<file path="src/rtl/dff_reg_arbiter.sv">
// Round-robin arbiter that lends one shared D-flip-flop register to NREQ requesters.
// Each grant drives a one-cycle load strobe, waits HOLD settle cycles, then pulses ack.
module dff_reg_arbiter #(
    parameter int NREQ  = 4,
    parameter int WIDTH = 8,
    parameter int HOLD  = 2
) (
    input  logic                   clk,
    input  logic                   Rd,
    input  logic [NREQ-1:0]        req,
    input  logic [NREQ*WIDTH-1:0]  wdata,
    output logic [NREQ-1:0]        gnt,
    output logic [2:0]             owner,
    output logic [WIDTH-1:0]       reg_d,
    output logic                   reg_load,
    output logic [NREQ-1:0]        ack,
    output logic                   busy
);

    localparam logic [1:0]      ST_IDLE   = 2'd0;
    localparam logic [1:0]      ST_LOAD   = 2'd1;
    localparam logic [1:0]      ST_HOLD   = 2'd2;
    localparam logic [1:0]      ST_ACK    = 2'd3;
    localparam logic [2:0]      PTR_INIT  = 3'(NREQ - 1);
    localparam logic [3:0]      HOLD_INIT = 4'(HOLD - 1);
    localparam logic [NREQ-1:0] ONE_HOT0  = {{(NREQ-1){1'b0}}, 1'b1};

    logic [1:0]       state_r;
    logic [2:0]       ptr_r;
    logic [3:0]       cnt_r;
    logic [NREQ-1:0]  gnt_r;
    logic [2:0]       owner_r;
    logic [WIDTH-1:0] reg_d_r;
    logic             reg_load_r;
    logic [NREQ-1:0]  ack_r;
    logic             busy_r;

    logic             found_hi_s;
    logic [2:0]       idx_hi_s;
    logic [2:0]       idx_lo_s;
    logic [2:0]       win_s;
    logic [WIDTH-1:0] win_data_s;

    // Rotating priority: lowest set index above ptr wins, else lowest set index at or below ptr.
    always_comb begin
        found_hi_s = 1'b0;
        idx_hi_s   = 3'd0;
        idx_lo_s   = 3'd0;
        for (int i = NREQ - 1; i >= 0; i--) begin
            idx_hi_s   = (req[i] && (3'(i) > ptr_r))  ? 3'(i) : idx_hi_s;
            idx_lo_s   = (req[i] && (3'(i) <= ptr_r)) ? 3'(i) : idx_lo_s;
            found_hi_s = found_hi_s | (req[i] && (3'(i) > ptr_r));
        end
        win_s      = found_hi_s ? idx_hi_s : idx_lo_s;
        win_data_s = {WIDTH{1'b0}};
        for (int i = 0; i < NREQ; i++) begin
            win_data_s = (3'(i) == win_s) ? wdata[i*WIDTH +: WIDTH] : win_data_s;
        end
    end

    // Sequencer: IDLE arbitrates, LOAD strobes, HOLD settles, ACK completes.
    always_ff @(posedge clk or negedge Rd) begin
        if (!Rd) begin
            state_r    <= ST_IDLE;
            ptr_r      <= PTR_INIT;
            cnt_r      <= 4'd0;
            gnt_r      <= {NREQ{1'b0}};
            owner_r    <= 3'd0;
            reg_d_r    <= {WIDTH{1'b0}};
            reg_load_r <= 1'b0;
            ack_r      <= {NREQ{1'b0}};
            busy_r     <= 1'b0;
        end else begin
            case (state_r)
                ST_IDLE: begin
                    if (|req) begin
                        gnt_r      <= ONE_HOT0 << win_s;
                        owner_r    <= win_s;
                        reg_d_r    <= win_data_s;
                        reg_load_r <= 1'b1;
                        ptr_r      <= win_s;
                        busy_r     <= 1'b1;
                        state_r    <= ST_LOAD;
                    end else begin
                        reg_load_r <= 1'b0;
                    end
                end
                ST_LOAD: begin
                    reg_load_r <= 1'b0;
                    if (HOLD > 0) begin
                        cnt_r   <= HOLD_INIT;
                        state_r <= ST_HOLD;
                    end else begin
                        ack_r   <= gnt_r;
                        state_r <= ST_ACK;
                    end
                end
                ST_HOLD: begin
                    if (cnt_r == 4'd0) begin
                        ack_r   <= gnt_r;
                        state_r <= ST_ACK;
                    end else begin
                        cnt_r <= cnt_r - 4'd1;
                    end
                end
                ST_ACK: begin
                    gnt_r   <= {NREQ{1'b0}};
                    ack_r   <= {NREQ{1'b0}};
                    busy_r  <= 1'b0;
                    state_r <= ST_IDLE;
                end
                default: begin
                    gnt_r      <= {NREQ{1'b0}};
                    ack_r      <= {NREQ{1'b0}};
                    reg_load_r <= 1'b0;
                    busy_r     <= 1'b0;
                    state_r    <= ST_IDLE;
                end
            endcase
        end
    end

    assign gnt      = gnt_r;
    assign owner    = owner_r;
    assign reg_d    = reg_d_r;
    assign reg_load = reg_load_r;
    assign ack      = ack_r;
    assign busy     = busy_r;

endmodule

</file>
<file path="config.mk">
export PLATFORM = sky130hd
export DESIGN_NAME = dff_reg_arbiter
export DESIGN_NICKNAME = d
export VERILOG_FILES = /design/src/rtl/dff_reg_arbiter.sv
export SDC_FILE = /design/constraint.sdc
export NUM_CORES = 1
export LEC_CHECK = 0
export CAP_MARGIN = 20
export CORE_ASPECT_RATIO = 1.1
export CORE_MARGIN = 2
export CORE_UTILIZATION = 40
export DETAILED_ROUTE_END_ITERATION = 8
export PLACE_DENSITY_LB_ADDON = 0.2
export SETUP_SLACK_MARGIN = 0.02
export SLEW_MARGIN = 10
export SYNTH_ARGS = -nofsm -noshare
export SYNTH_HDL_FRONTEND = slang
export SYNTH_SLANG_ARGS = --single-unit
</file>
<file path="constraint.sdc">
create_clock -name clk -period 1.7 [get_ports clk]
set_input_delay 0.17 -clock clk [delete_from_list [all_inputs] [get_ports clk]]
set_output_delay 0.17 -clock clk [all_outputs]
set_load 0.01 [all_outputs]
</file>
==> results of run 1 <==
report_power, final:
part           switching, mW  internal [mW]  total [mW]
registers              0.225          0.994        1.22
logic                   1.17           1.43        2.60
clock network          0.203          0.315       0.519
layout by cell type (no fill, tap or decap), drive strengths merged, types with 5 or more instances in the layout:
cell type      synthesis  layout
clkdlybuf4s50          0      55
mux2                  12      12
ha                     6       6
nor2b                  5       5
nand2                 22      22
o21ai                 14      14
dfrtp                 26      26
nor2                   9       9
inv                    9       9
mux2i                 17      17
buf                    6      17
repair_timing:
action	in CTS	in global routing
setup endpoints to repair	16	19
resized for setup	7	10
pin swaps	0	3
setup buffers	3	0
hold buffers	0	0
cloned	1	0
endpoints found under the hold margin	0	0
registers in the layout, summed over array words and instances (netlist names):
register  flops
reg_d         8
ptr_r         2
gnt           4
reg_load      1
busy          1
state_r       2
ack           4
owner         2
cnt_r         4
final cells by class:
cell class	count	area, um2
fill	354	1430
clock inverter	1	30.0
inverter	9	33.8
tap	52	65.1
sequential	28	703
timing repair buffer	74	741
multi-input combinational	114	921
clock buffer	3	41.3
metal layers:
layer | up-vias | track usage [%] | part of all wire (%)
met2 | 45 | 35.1 | 56
met3 | 4 | 3.34 | 4.8
met5 | - | 0 | 0
li1 | 689 | - | -
met1 | 668 | 19.4 | 38
met4 | 0 | 6.48 | 1.3
synthesized netlist by cell type (2+ instances only):
library cell / n
and3_1: 2
nor2_1: 9
nand2_1: 22
mux2i_1: 17
nor3_1: 2
nand2b_1: 3
mux2_2: 7
o21ai_0: 4
buf_2: 3
o22a_1: 2
a21oi_1: 3
dfrtp_1: 26
ha_1: 6
inv_1: 8
mux2_4: 5
o21ai_1: 4
o21ai_2: 6
dfstp_2: 2
nor2b_1: 5
buf_4: 2
cells by family (layout without fill, tap and decap cells):
logic type,after synthesis,after routing,share of synthesized area [%]
flip-flops,28,28,42.9
buffers and inverters,16,87,4.80
AO/OA/AOI/OAI,30,30,14.2
multiplexers,29,29,19.8
other,1,1,0.229
AND/OR/NAND/NOR,47,47,13.0
adder cells (fa/ha/maj),6,6,4.58
XOR/XNOR,1,1,0.534
worst max path at each step:
| stage | startpoint | to | slack (ps) | cells past startpoint |
|---|---|---|---|---|
| detailed placement | req[1] | reg_d[0]$_DFFE_PN0P_ | -320 | 7 |
| global placement | req[1] | reg_d[0]$_DFFE_PN0P_ | -210 | 7 |
| global route | ptr_r[1]$_DFFE_PN1P_ | reg_d[7]$_DFFE_PN0P_ | -30 | 6 |
| floorplan | ptr_r[0]$_DFFE_PN1P_ | reg_d[2]$_DFFE_PN0P_ | 30 | 6 |
| CTS | ptr_r[1]$_DFFE_PN1P_ | reg_d[7]$_DFFE_PN0P_ | -30 | 7 |
| finish | ptr_r[1]$_DFFE_PN1P_ | reg_d[7]$_DFFE_PN0P_ | 70 | 6 |
==> results.py, run 1 <==
metrics = {
    "floorplanning": {
        "io-pin-count": 59,
        "die-height_um": 71.2,
        "fp.coreArea_mm2": 0.00396,
        "die_w_um": 65.1,
        "start_util_pct": 41.4,
        "num_rows": 24,
        "die_area_mm2": 0.00463,
    },
    "power_and_ir_drop": {
        "p_leak_nw": 1.17,
        "ir_drop_mv": 0.692,
        "power_mw": 4.34,
        "p_per_area_mw_per_mm2": 1710,
    },
    "timing": {
        "holdWs_ps": 272,
        "fin_skew_ps": 2.11,
        "final-setup-viol-count": 0,
        "fin_ws_ps": 71.7,
        "fin_crit_ps": 1630,
        "tns_ps": 0,
        "hold_violations": 0,
        "max_freq_mhz": 614,
        "finalMaxSlewViolations": 0,
        "final.period_utilization_pct": 95.8,
        "rsz0062_at_grt": "yes",
    },
    "grt": {
        "antenna_found_initial": 0,
        "grt_max_degree": 29,
        "overflow": 0,
        "grt_first_pass_wirelength_um": 6530,
        "grtUsageTotal_pct": 18.2,
        "grt_pass1_vias": 1440,
    },
    "synthesis": {
        "synth_top_area_share_pct": 39.7,
        "yosysSeqAreaShare_pct": 42.9,
        "yosysTopAreaCell": "dfrtp_1",
        "netlist_top_cells_area": "dfrtp_1, mux2i_1, nand2_1",
        "synth-edff-count": 0,
        "netlist_area_mm2": 0.00164,
        "yosysWarningCount": 0,
        "synth_cell_type_count": 40,
        "synthArstFlopShare_pct": 100,
        "syn-num-nets": 202,
        "synth_ff_type": "dfrtp_1",
        "syn_avg_cell_area_um2": 10.4,
        "ys_ff_latch": 28,
        "syn_inst": 158,
    },
    "placement": {
        "dp_slack_ps": -321,
        "numPortBuffers": 57,
        "post_dp_cell_area_mm2": 0.00239,
        "numPlacedInstances": 274,
        "hpwl_um": 2990,
        "gp_congestion": 0.745,
    },
    "finish": {
        "drive_gt1_share_pct": 24.5,
        "fin_cells": 281,
        "area_growth_syn_to_layout_pct": 54.5,
        "diodes": 0,
        "design_area_mm2": 0.00253,
        "fin_nets": 274,
        "final_util_pct": 64.0,
    },
    "hold_path": {
        "hp-class": "in -> async",
    },
    "detailed_routing": {
        "wl_per_cell_um": 14.5,
        "vias": 1406,
        "ant_nets": 0,
        "viasPerCell": 5.00,
        "post-route-drc-count": 0,
        "first_pass_iters": 4,
        "wl_um": 4060,
        "drtIter0Drc": 60,
    },
    "clocking": {
        "cts_max_path_buffers": 2,
        "cts_root_buffer": "clkbuf_8",
        "path_clk_slew_ps": 90,
        "clkLatencyLatePin_ps": 270,
        "cts_buffers": 3,
        "clock-sinks": 28,
        "htreeDepth": 1,
        "tritoncts": "yes",
    },
    "setup_path": {
        "crit_family": "flip-flops",
        "cp_max_fo": 9,
        "critPathLaunchType": "flip-flop",
        "crit_slowest_cell": "dfstp_2",
        "ff2ff_setup_slack_ps": 70,
        "reg2reg_to": "reg_d[7]$_DFFE_PN0P_",
        "worstPathRequired_ps": 1900,
        "path_cells": "nor3b_2 > a211oi_4 > buf_6 > mux2i_1 > mux2_2 > o21ai_2",
        "critical_path.endpoint_type": "flip-flop",
        "r2r_cells": 6,
        "cp.arrival_ps": 1830,
        "crit_type": "reg -> reg",
        "slowest_delay_ps": 580,
        "worst-path-buf-inv": 1,
        "rr_startpoint": "ptr_r[1]$_DFFE_PN1P_",
    },
    "run": {
        "maxCapViolCount": 0,
    },
    "run_status": {
        "outcome": "completed",
    },
}
(Power assumes the default switching activity.)
==> run 2: changes to the inputs <==
--- a/config.mk
+++ b/config.mk
@@ -9,10 +9,11 @@
 export CORE_ASPECT_RATIO = 1.1
 export CORE_MARGIN = 2
 export CORE_UTILIZATION = 40
+export CTS_CLUSTER_SIZE = 30
 export DETAILED_ROUTE_END_ITERATION = 8
 export PLACE_DENSITY_LB_ADDON = 0.2
 export SETUP_SLACK_MARGIN = 0.02
-export SLEW_MARGIN = 10
+export SLEW_MARGIN = 40
 export SYNTH_ARGS = -nofsm -noshare
 export SYNTH_HDL_FRONTEND = slang
 export SYNTH_SLANG_ARGS = --single-unit
==> results of run 2 <==
Final layout, timing and power as in run 1 (identical DEF).
==> run 3: changes to the inputs <==
--- a/config.mk
+++ b/config.mk
@@ -13,6 +13,7 @@
 export DETAILED_ROUTE_END_ITERATION = 8
 export PLACE_DENSITY_LB_ADDON = 0.2
 export SETUP_SLACK_MARGIN = 0.02
+export SKIP_LAST_GASP = 1
 export SLEW_MARGIN = 40
 export SYNTH_ARGS = -nofsm -noshare
 export SYNTH_HDL_FRONTEND = slang
==> results.py, run 3 (same netlist as run 1, synthesis figures left out) <==
metrics = {
    "setup_path": {
        "worstPathRequired_ps": 1910,
        "crit_family": "flip-flops",
        "critPathLaunchType": "flip-flop",
        "r2r_cells": 6,
        "ff2ff_setup_slack_ps": 60,
        "cp.arrival_ps": 1840,
        "rr_startpoint": "ptr_r[0]$_DFFE_PN1P_",
        "path_cells": "inv_1 > a221oi_2 > o32ai_2 > buf_12 > mux2_4 > o21ai_2",
        "crit_type": "reg -> reg",
        "critical_path.endpoint_type": "flip-flop",
        "cp_max_fo": 13,
        "slowest_delay_ps": 560,
        "worst-path-buf-inv": 2,
        "crit_slowest_cell": "dfstp_2",
        "reg2reg_to": "reg_d[3]$_DFFE_PN0P_",
    },
    "timing": {
        "fin_crit_ps": 1640,
        "final-setup-viol-count": 0,
        "max_freq_mhz": 610,
        "fin_skew_ps": 2.51,
        "finalMaxSlewViolations": 0,
        "rsz0062_at_grt": "yes",
        "tns_ps": 0,
        "final.period_utilization_pct": 96.4,
        "fin_ws_ps": 61.8,
        "hold_violations": 0,
        "holdWs_ps": 273,
    },
    "detailed_routing": {
        "first_pass_iters": 4,
        "viasPerCell": 5.01,
        "wl_per_cell_um": 14.4,
        "wl_um": 4040,
        "drtIter0Drc": 63,
        "ant_nets": 0,
        "post-route-drc-count": 0,
        "vias": 1407,
    },
    "placement": {
        "post_dp_cell_area_mm2": 0.00239,
        "gp_congestion": 0.745,
        "dp_slack_ps": -321,
        "numPortBuffers": 57,
        "numPlacedInstances": 274,
        "hpwl_um": 2990,
    },
    "floorplanning": {
        "io-pin-count": 59,
        "die_w_um": 65.1,
        "die_area_mm2": 0.00463,
        "fp.coreArea_mm2": 0.00396,
        "num_rows": 24,
        "die-height_um": 71.2,
        "start_util_pct": 41.4,
    },
    "run_status": {
        "outcome": "completed",
    },
    "finish": {
        "area_growth_syn_to_layout_pct": 54.3,
        "largest_reg_flops": 8,
        "fin_nets": 274,
        "multiInputGateArea_um2": 917,
        "diodes": 0,
        "design_area_mm2": 0.00253,
        "ff_latch_area_um2": 703,
        "nFillCells": 355,
        "most-common-layout-cells": "clkdlybuf4s50_1, dfrtp_1, nand2_1",
        "final_common_cell": "clkdlybuf4s50_1",
        "drive_gt1_share_pct": 23.6,
        "fin_cells": 281,
    },
    "clocking": {
        "cts_root_buffer": "clkbuf_8",
        "clock-sinks": 28,
        "tritoncts": "yes",
        "htreeDepth": 1,
        "cts_max_path_buffers": 2,
        "path_clk_slew_ps": 90,
        "cts_buffers": 3,
        "clkLatencyLatePin_ps": 270,
    },
    "grt": {
        "grt_first_pass_wirelength_um": 6530,
        "overflow": 0,
        "grt_pass1_vias": 1440,
        "antenna_found_initial": 0,
        "grtUsageTotal_pct": 18.2,
        "grt_max_degree": 29,
    },
    "power_and_ir_drop": {
        "p_per_area_mw_per_mm2": 1710,
        "p_leak_nw": 1.17,
        "ir_drop_mv": 0.693,
    },
    "run": {
        "maxCapViolCount": 0,
    },
    "hold_path": {
        "hp-class": "in -> async",
    },
}
-- run 3: final cells by class --
class / count / share of cell area [%]
Timing Repair Buffer: 74 / 29.3
Clock inverter: 1 / 1.19
Clock buffer: 3 / 1.63
Tap cell: 52 / 2.57
Multi-Input combinational cell: 114 / 36.2
Sequential cell: 28 / 27.8
Inverter: 9 / 1.33
-- run 3: metrics by stage --
step / util, % / power (mW)
2_1_floorplan: - / 2.63
6_report: 63.9 / 4.33
3_5_place_dp: 60.4 / 3.66
3_3_place_gp: 60.4 / 3.56
5_1_grt: 63.9 / 4.66
4_1_cts: 63.8 / 4.35
-- run 3: worst max-delay path by stage --
stage / start / cells past startpoint / slack [ps] / end
2_1_floorplan: ptr_r[0]$_DFFE_PN1P_ / 6 / 30 / reg_d[2]$_DFFE_PN0P_
3_3_place_gp: req[1] / 7 / -210 / reg_d[0]$_DFFE_PN0P_
3_5_place_dp: req[1] / 7 / -320 / reg_d[0]$_DFFE_PN0P_
5_1_grt: ptr_r[1]$_DFFE_PN1P_ / 6 / -30 / reg_d[7]$_DFFE_PN0P_
4_1_cts: ptr_r[1]$_DFFE_PN1P_ / 7 / -30 / reg_d[7]$_DFFE_PN0P_
6_report: ptr_r[0]$_DFFE_PN1P_ / 6 / 60 / reg_d[3]$_DFFE_PN0P_
-- run 3: timing repair --
action | 4_1_cts | 5_1_grt
pin swaps | 0 | 3
hold buffers | 0 | 0
buffers inserted | 3 | 0
setup endpoints to repair | 16 | 19
gates resized for setup | 7 | 8
gates cloned | 1 | 0
-- run 3: per-layer routing --
layer / share of wire [%] / up-vias / global-route usage [%]
li1: - / 688 / -
met1: 38 / 672 / 19.4
met2: 56 / 43 / 35.1
met3: 4.8 / 4 / 3.34
met4: 1.3 / 0 / 6.48
met5: 0 / - / 0
-- run 3: where the power goes --
group	total, mW	switching [mW]	internal, mW
Clock	0.516	0.201	0.315
Sequential	1.22	0.224	0.994
Combinational	2.60	1.17	1.43
Total	4.33	1.59	2.74
